<file path="config.mk">
export PLATFORM = sky130hd
export DESIGN_NAME = cache_mem_arbiter
export DESIGN_NICKNAME = d
export VERILOG_FILES = /design/src/rtl/cache_pkg.sv /design/src/rtl/cpu_types_pkg.sv /design/src/rtl/cache_mem_arbiter.sv
export SDC_FILE = /design/constraint.sdc
export NUM_CORES = 1
export LEC_CHECK = 0
export ABC_AREA = 0
export BUFFER_PORTS_ARGS = -buffer_cell sky130_fd_sc_hd__buf_2
export CAP_MARGIN = 20
export CELL_PAD_IN_SITES_DETAIL_PLACEMENT = 1
export CELL_PAD_IN_SITES_GLOBAL_PLACEMENT = 2
export CORE_MARGIN = 3
export CORE_UTILIZATION = 12
export CTS_CLUSTER_DIAMETER = 40
export DETAILED_ROUTE_END_ITERATION = 6
export GPL_TIMING_DRIVEN = 1
export PLACE_DENSITY_LB_ADDON = 0.1
export SKIP_CTS_REPAIR_TIMING = 1
export SYNTH_ARGS = -nofsm -noshare
export SYNTH_HDL_FRONTEND = slang
export SYNTH_SLANG_ARGS = --single-unit
export TNS_END_PERCENT = 100
</file>
<file path="constraint.sdc">
create_clock -name CLK -period 4.2 [get_ports CLK]
set_input_delay 1.26 -clock CLK [delete_from_list [all_inputs] [get_ports CLK]]
set_output_delay 1.26 -clock CLK [all_outputs]
set_load 0.05 [all_outputs]
</file>
<file path="src/rtl/cache_pkg.sv">
`default_nettype none
// ============================================================================
// cache_pkg : controller state types for the icache, dcache and RAM arbiter
// Rev 1.0
// ============================================================================
package cache_pkg;

    typedef enum logic [1:0] {
        I_IDLE  = 2'd0,
        I_FETCH = 2'd1
    } istate_t;

    typedef enum logic [2:0] {
        D_IDLE   = 3'd0,
        D_WB1    = 3'd1,
        D_WB2    = 3'd2,
        D_LOAD1  = 3'd3,
        D_LOAD2  = 3'd4,
        D_FLUSH  = 3'd5,
        D_HALT   = 3'd6
    } dstate_t;

    typedef enum logic [1:0] {
        ARB_IDLE = 2'd0,
        ARB_IGNT = 2'd1,
        ARB_DGNT = 2'd2
    } arb_state_t;

endpackage
`default_nettype wire

</file>
<file path="src/rtl/cpu_types_pkg.sv">
`default_nettype none
// ============================================================================
// cpu_types_pkg : shared CPU datapath and memory-interface types
// Rev 1.0
// ============================================================================
package cpu_types_pkg;

    typedef logic [31:0] word_t;

    typedef enum logic [1:0] {
        FREE   = 2'd0,
        BUSY   = 2'd1,
        ACCESS = 2'd2,
        ERROR  = 2'd3
    } ramstate_t;

endpackage
`default_nettype wire

</file>
<file path="src/rtl/cache_mem_arbiter.sv">
`default_nettype none
// ============================================================================
// cache_mem_arbiter : shares one RAM port between icache and dcache, dcache
//                     priority, block-locked dcache grant, icache anti-starvation
// Rev 1.0
// ============================================================================
module cache_mem_arbiter
    import cpu_types_pkg::*;
    import cache_pkg::*;
#(
    parameter int DBLK_WORDS = 2,
    parameter int STARVE_MAX = 4
) (
    input  logic      CLK,
    input  logic      nRST,
    input  logic      iREN,
    input  word_t     iaddr,
    output logic      iwait,
    output word_t     iload,
    input  logic      dREN,
    input  logic      dWEN,
    input  word_t     daddr,
    input  word_t     dstore,
    output logic      dwait,
    output word_t     dload,
    output logic      ramREN,
    output logic      ramWEN,
    output word_t     ramaddr,
    output word_t     ramstore,
    input  word_t     ramload,
    input  ramstate_t ramstate
);

    localparam int WCW = (DBLK_WORDS > 1) ? $clog2(DBLK_WORDS) : 1;
    localparam int SCW = $clog2(STARVE_MAX + 1);
    localparam logic [WCW-1:0] c_LAST_WORD  = WCW'(DBLK_WORDS - 1);
    localparam logic [SCW-1:0] c_STARVE_MAX = SCW'(STARVE_MAX);

    arb_state_t     r_state;
    logic [WCW-1:0] r_word_cnt;
    logic [SCW-1:0] r_starve_cnt;

    logic w_dreq;
    logic w_access;
    logic w_istarved;

    assign w_dreq     = dREN | dWEN;
    assign w_access   = (ramstate == ACCESS);
    assign w_istarved = iREN && (r_starve_cnt == c_STARVE_MAX);

    always_ff @(posedge CLK or negedge nRST) begin
        if (!nRST) begin
            r_state      <= ARB_IDLE;
            r_word_cnt   <= '0;
            r_starve_cnt <= '0;
        end else begin
            case (r_state)
                ARB_IDLE: begin
                    if (w_dreq && !w_istarved)
                        r_state <= ARB_DGNT;
                    else if (iREN)
                        r_state <= ARB_IGNT;
                end
                ARB_IGNT: begin
                    if (w_access) begin
                        r_state      <= ARB_IDLE;
                        r_starve_cnt <= '0;
                    end else if (!iREN) begin
                        r_state <= ARB_IDLE;
                    end
                end
                ARB_DGNT: begin
                    if (w_access) begin
                        if (r_word_cnt == c_LAST_WORD) begin
                            r_state    <= ARB_IDLE;
                            r_word_cnt <= '0;
                            // Only full blocks that overlapped a pending fetch count
                            if (iREN && (r_starve_cnt != c_STARVE_MAX))
                                r_starve_cnt <= r_starve_cnt + 1'b1;
                        end else begin
                            r_word_cnt <= r_word_cnt + 1'b1;
                        end
                    end else if (!w_dreq) begin
                        r_state    <= ARB_IDLE;
                        r_word_cnt <= '0;
                    end
                end
                default: r_state <= ARB_IDLE;
            endcase
        end
    end

    always_comb begin
        ramREN   = 1'b0;
        ramWEN   = 1'b0;
        ramaddr  = '0;
        ramstore = '0;
        iwait    = 1'b1;
        dwait    = 1'b1;
        case (r_state)
            ARB_IGNT: begin
                ramREN  = iREN;
                ramaddr = iaddr;
                iwait   = !w_access;
            end
            ARB_DGNT: begin
                ramWEN   = dWEN;
                ramREN   = dREN & !dWEN;
                ramaddr  = daddr;
                ramstore = dstore;
                dwait    = !w_access;
            end
            default: ;
        endcase
    end

    assign iload = ramload;
    assign dload = ramload;

endmodule
`default_nettype wire

</file>
* Word-level counts from Yosys, hierarchy flattened
Index checks and enable logic that the tools add are counted.
Word-level totals: output and inout bits 132, flip-flop bits (word level) 6, word-level logic and storage cells 54, input bits 135
Cells by class: bitwise gates (word level) 2, equality and inequality tests 14, add/subtract/negate cells 2, muxes and demuxes 22, reduce and logical (&&, ||, !) cells 11
Operator list (count):
- 32-bit case mux with 2 select lines | 1
- 32-bit two-way mux | 1
- 3-bit inequality test, second input constant | 5
- 2-bit two-way mux | 7
- 3-bit two-way mux | 4
- 2-bit inequality test, second input constant | 4
- 1-bit two-way mux | 6
- 2-bit case mux with 3 select lines | 1
- 3-bit case mux with 2 select lines | 1
- 5-bit AND reduction | 1
- 2-bit equality test, second input constant | 2
- 4-bit AND reduction | 1
- 3-bit by 1-bit adder with 3-bit output, second input constant | 1
- 3-bit equality test, second input constant | 1
- 1-bit logical AND | 3
- 1-bit zero test | 3
- 2-bit by 1-bit equality test with 1-bit output, second input constant | 1
- 2-bit zero test | 1
- 2-bit by 1-bit inequality test with 1-bit output, second input constant | 1
- 1-bit case mux with 2 select lines | 1
- 2-bit AND reduction | 1
- 2-bit nonzero test | 1
- 1-bit adder, second input constant | 1
- 1-bit bitwise AND | 1
- 1-bit bitwise OR | 1

* Depth between registers and ports, before layout
Gate-level depths: netlist of the first run.
depth after elaboration 6, gate-level depth with buffers 7, mapped depth without buffers 6

* Worst setup path after synthesis of the first run
Ideal clock, no wire load.
path kind in2out, from input port daddr[0], to output port ramaddr[0], path slack 897 ps, cell stages on the path 2, data arrival time 2043 ps, path through a22oi_1 > nor2b_1
On the way: cells in the longest elaborated chain, start to end 1
RTL lines:
- start: declaration | line cache_mem_arbiter.sv:22 | input word_t daddr,
- 32-bit case mux with 2 select lines | line cache_mem_arbiter.sv:100 | case (r_state)
- end: declaration | line cache_mem_arbiter.sv:28 | output word_t ramaddr,
No other way between the ends.

* Worst setup path after layout of the first run
from register r_state[1], to output port ramaddr[29]
On the way: cells in the longest elaborated chain, start to end 2, elaborated cells between the ends (all ways) 3
RTL lines:
- start: declaration | line cache_mem_arbiter.sv:39 | arb_state_t r_state;
- start signal: assignment | line cache_mem_arbiter.sv:53 | r_state <= ARB_IDLE;
- start signal: assignment | line cache_mem_arbiter.sv:60 | r_state <= ARB_DGNT;
- start signal: assignment | line cache_mem_arbiter.sv:62 | r_state <= ARB_IGNT;
- 2-bit equality test or 2-bit by 1-bit equality test with 1-bit output (tied branches) | line cache_mem_arbiter.sv:100
- 32-bit case mux with 2 select lines * | line cache_mem_arbiter.sv:100
Every way passes the cells marked *; elsewhere a longest branch is shown, timed or not.

==> flow_summary.toml, run 1 <==
[run_status]
outcome = "completed"

[critical_path]
crit_family = "buffers and inverters"
path_cells = "inv_1, ha_1, buf_4, a22oi_1, nor2b_1, buf_2"
worstSetupPathType = "flop to output port"
cp_num_buf_inv = 3
slowest_stage = "ha_1"
cp.required_ns = 2.94
startpoint_type = "flop"
crit_start = "r_state[1]"
rr_startpoint = "r_state[1]"
cp_max_fo = 11
endpoint_kind = "output port"
crit_arrival_ns = 2.05
max_stage_delay_ns = 0.51

[global_route]
met1_usage = 0.0786
grt_pass1_wl_um = 9070
grt_util_met2 = 0.138
grt_use_met3 = 0.0207
grt.total_usage = 0.0755
grt_pass1_vias = 1755
busiest_layer = "met2"
antenna_found_initial = 0
grt_overflow = 0
grt_max_degree = 28

[hold_path]
hold_start = "r_state[0]"
hold_path.class = "flop to flop"

[sta]
finalHoldViolCount = 0
setup_tns_ns = 0
final.setup_skew_ns = 0.00183
maxSlewHeadroom = 0.598
maxSlewViolCount = 0
worst_pin_slew_ns = 0.603
fmax_mhz = 302
setup_violations = 0
fin_crit_ns = 3.31
rsz0062_at_grt = "false"
post-route-period-util = 0.788

[floorplanning]
die_area_um2 = 15100
start_util = 0.123
ios = 267
fp.dieH_um = 123
core_um2 = 13300
rows = 42
die-width_um = 123

[clocking]
clock_latency_ns = 0.22
clock_sinks = 6
clk_pin_slew_ns = 0.03
clockBufferDepth = 2
clockRootBuffer = "clkbuf_16"
cts_max_level = 1
numCtsBuffers = 3
cts_tree = "yes"

[synthesis]
synthCells = 225
synth.distinct_cells = 23
synth_fp_nets = 365
synth.avg_cell_area_um2 = 7.28
ys_warn_count = 0
synthArstFlopShare = 1.00
synth_edf_count = 0
seq_area_frac_synth = 0.0916
synth_seq_cells = 6
ys.flop_type = "dfrtp_1"
post_synth_instance_area_um2 = 1640

[power]
power_frac_clock = 0.077
combPwrFrac = 0.867
ir_drop_uv = 224
switchingPower_w = 0.00126
total_power_w = 0.00197
powerDensity_nw_per_um2 = 857
switching_share = 0.641
internal_power_w = 0.000708
p_leak_nw = 1.22
pwr-share-seq = 0.057

[route]
drtIter0Drc = 23
drt-total-wl_um = 6550
viasPerCell = 3.73
drc = 0
postRouteAntennaNets = 0
via_count = 1866
wl_per_cell_um = 13.1
dr.pass1.iters = 4

[cells_and_area]
diodes = 0
regArea_um2 = 150
drive_gt1_frac = 0.568
area_growth_syn_to_layout_pct = 40.3
multi_input_area_um2 = 938
final_cell_mix = "buf_2, and2_1, nor2b_1"
final_cells = 500
n_fill_cell = 1671
final_area_um2 = 2300
nets = 466
final_common_cell = "buf_2"

[run]
maxCapViolCount = 0

[placement]
dp_hpwl_um = 5470
portBuffers = 170
placed_cells = 497
gp_congestion = 0.637
place_area_um2 = 2220
-- metal layers --
metal  vias to the layer above  share of wire
met4                         0          0.040
li1                        882              -
met3                        24           0.15
met2                       145           0.49
met1                       815           0.32
met5                         -              0
-- power groups by stage --
stage | clock (W) | sequential [W] | combinational (W)
2_1_floorplan | 0 | 0.000104 | 0.00148
3_3_place_gp | 0 | 0.000113 | 0.00177
3_5_place_dp | 0 | 0.000112 | 0.00175
4_1_cts | 0.000154 | 0.000112 | 0.00175
5_1_grt | 0.000160 | 0.000118 | 0.00184
6_report | 0.000151 | 0.000111 | 0.00171
-- final cells by class --
class,instances,share of cell area
tap,176,0.0958
sequential,6,0.0653
multi-input combinational,136,0.408
inverter,4,0.00653
clock buffer,3,0.0326
timing repair buffer,175,0.392
-- worst paths after layout --
check,end,slack (ns),depth (start not counted)
max in group asynchronous,r_state[1],3.19,1
worst max-delay path,ramaddr[29],0.89,6
worst max register to register,r_state[1],2.33,6
worst min register to register,r_state[0],0.53,1
worst min-delay path,r_state[0],0.53,1
min in group asynchronous,r_word_cnt,0.86,1
-- state kept, by name (all words and copies together), names as in the netlist --
| register | count |
|---|---|
| r_state | 2 |
| r_word_cnt | 1 |
| r_starve_cnt | 3 |
-- cells in the mapped netlist, types with 3 or more instances --
cell type / instances / share of area
buf_4: 64 / 0.29
and2_1: 35 / 0.13
nor2b_1: 34 / 0.13
a22oi_1: 32 / 0.15
clkbuf_1: 14 / 0.032
nand2_1: 7 / 0.016
dfrtp_1: 6 / 0.092
ha_1: 5 / 0.038
inv_1: 4 / 0.0092
o21ai_0: 4 / 0.012
a22o_1: 3 / 0.016
nor2_1: 3 / 0.0069
-- per-stage QoR --
stage                     setup WS (ns)  utilization  hold slack (ns)
after floorplan                   0.897            -            0.491
after global placement            0.937        0.167            0.523
after detailed placement          0.889        0.167            0.529
after CTS                         0.794        0.173            0.538
after global routing              0.682        0.173            0.571
final                             0.891        0.173            0.530
-- logic make-up after synthesis --
logic type	share of synthesized area
mux	0.0397
compound gates	0.185
fa+ha+maj	0.0382
simple gates	0.308
flops	0.0916
buf+inv	0.337
(Power assumes the default switching activity.)
==> run 2: changes to the inputs <==
--- a/config.mk
+++ b/config.mk
@@ -11,7 +11,7 @@
 export CELL_PAD_IN_SITES_DETAIL_PLACEMENT = 1
 export CELL_PAD_IN_SITES_GLOBAL_PLACEMENT = 2
 export CORE_MARGIN = 3
-export CORE_UTILIZATION = 12
+export CORE_UTILIZATION = 11
 export CTS_CLUSTER_DIAMETER = 40
 export DETAILED_ROUTE_END_ITERATION = 6
 export GPL_TIMING_DRIVEN = 1
==> constraint.sdc (replaced) <==
create_clock -name CLK -period 3.3 [get_ports CLK]
set_input_delay 0.99 -clock CLK [delete_from_list [all_inputs] [get_ports CLK]]
set_output_delay 0.99 -clock CLK [all_outputs]
set_load 0.05 [all_outputs]
==> flow_summary.toml, run 2 (synthesis results as in run 1) <==
[cells_and_area]
diodes = 0
multi_input_area_um2 = 938
drive_gt1_frac = 0.569
n_fill_cell = 1768
regArea_um2 = 150
largest_reg_flops = 3
final_common_cell = "buf_2"
final_area_um2 = 2320
nets = 467
final_cell_mix = "buf_2, and2_1, nor2b_1"
largest_register = "r_starve_cnt"
final_cells = 505
reg_top3 = "r_starve_cnt (3), r_state (2), r_word_cnt (1)"
area_growth_syn_to_layout_pct = 41.8

[critical_path]
ff2ff_setup_slack_ns = 1.60
crit_start = "r_state[0]"
crit_arrival_ns = 1.83
cp_max_fo = 49
r2r_end = "r_state[1]"
cp.required_ns = 2.31
startpoint_type = "flop"
rr_startpoint = "r_state[0]"
ff2ff_path_depth = 5
worstSetupPathType = "flop to output port"
crit_path_end = "ramaddr[12]"
endpoint_kind = "output port"

[placement]
dp_hpwl_um = 6170
placed_cells = 502
gp_congestion = 0.670
portBuffers = 170
place_area_um2 = 2250

[clocking]
clockBufferDepth = 2
clk_pin_slew_ns = 0.03
cts_tree = "yes"
numCtsBuffers = 3
clock_sinks = 6
cts_max_level = 1
clock_latency_ns = 0.23
clockRootBuffer = "clkbuf_16"

[floorplanning]
core_um2 = 14200
start_util = 0.115
die-width_um = 128
ios = 267
fp.dieH_um = 128
die_area_um2 = 16400
rows = 43

[global_route]
grt_pass1_wl_um = 10600
grt_max_degree = 50
grt_util_met2 = 0.144
grt_overflow = 0
grt_pass1_vias = 1896
antenna_found_initial = 1
busiest_layer = "met2"
grt.total_usage = 0.0814
met1_usage = 0.0954
grt_use_met3 = 0.0183

[run_status]
outcome = "completed"

[sta]
final.setup_skew_ns = 0.00243
fmax_mhz = 355
maxSlewHeadroom = 0.721
worst_pin_slew_ns = 0.415
fin_crit_ns = 2.82
hold-worst-slack_ns = 0.527
rsz0062_at_grt = "false"
maxSlewViolCount = 0
finalHoldViolCount = 0
post-route-period-util = 0.854
setup_tns_ns = 0
setup_violations = 0

[route]
drtIter0Drc = 43
via_count = 1864
viasPerCell = 3.69
dr.pass1.iters = 4
postRouteAntennaNets = 0
wl_per_cell_um = 14.5
drc = 0
drt-total-wl_um = 7350

[power]
powerDensity_nw_per_um2 = 1110
p_leak_nw = 1.22
ir_drop_uv = 237

[hold_path]
hold_path.class = "flop to flop"
hold_depth = 1

[run]
maxCapViolCount = 0
-- run 2: cell types whose count changed in the layout (fill, tap and decap cells not counted) --
cell	previous run	this run
buf_12	1	2
-- run 2: how the worst min path moves through the flow --
stage	start	endpoint	slack (ns)
after detailed placement	r_state[0]	r_state[0]	0.52
after global placement	r_state[0]	r_state[0]	0.51
after floorplan	r_state[1]	r_state[1]	0.49
final	r_state[0]	r_state[0]	0.53
after global routing	r_state[0]	r_state[0]	0.54
after CTS	r_state[0]	r_state[0]	0.53
-- run 2: stage by stage --
step | power [W] | util | setup WS (ns)
floorplan | 0.00202 | - | 0.428
global placement | 0.00247 | 0.158 | 0.617
detailed placement | 0.00245 | 0.158 | 0.620
CTS | 0.00266 | 0.164 | 0.429
global route | 0.00277 | 0.164 | 0.293
finish | 0.00259 | 0.164 | 0.480
-- run 2: worst max-delay path, cell delays in order, from the launching register on --
cell	delay [ns]
dfrtp_1	0.39
inv_1	0.09
ha_2	0.33
buf_12	0.24
a22oi_1	0.13
nor2b_1	0.12
buf_2	0.28
-- run 2: report_power, final --
| part | internal, W | total (W) | switching [W] | leakage [nW] |
|---|---|---|---|---|
| registers | 0.000107 | 0.000142 | 0.0000349 | 0.0698 |
| logic | 0.000670 | 0.00225 | 0.00157 | 1.12 |
| clock network | 0.000156 | 0.000200 | 0.0000441 | 0.0370 |
-- run 2: routing by layer --
layer	part of all wire	vias to the layer above
li1	-	886
met1	0.38	832
met2	0.49	116
met3	0.10	28
met4	0.024	2
met5	0.0018	-
-- run 2: layout make-up --
cell class	count	share of cell area
clock buffers	3	0.0323
inverters	4	0.00646
multi-input cells	136	0.404
flip-flops and latches	6	0.0646
well taps	180	0.0969
repair buffers	176	0.396
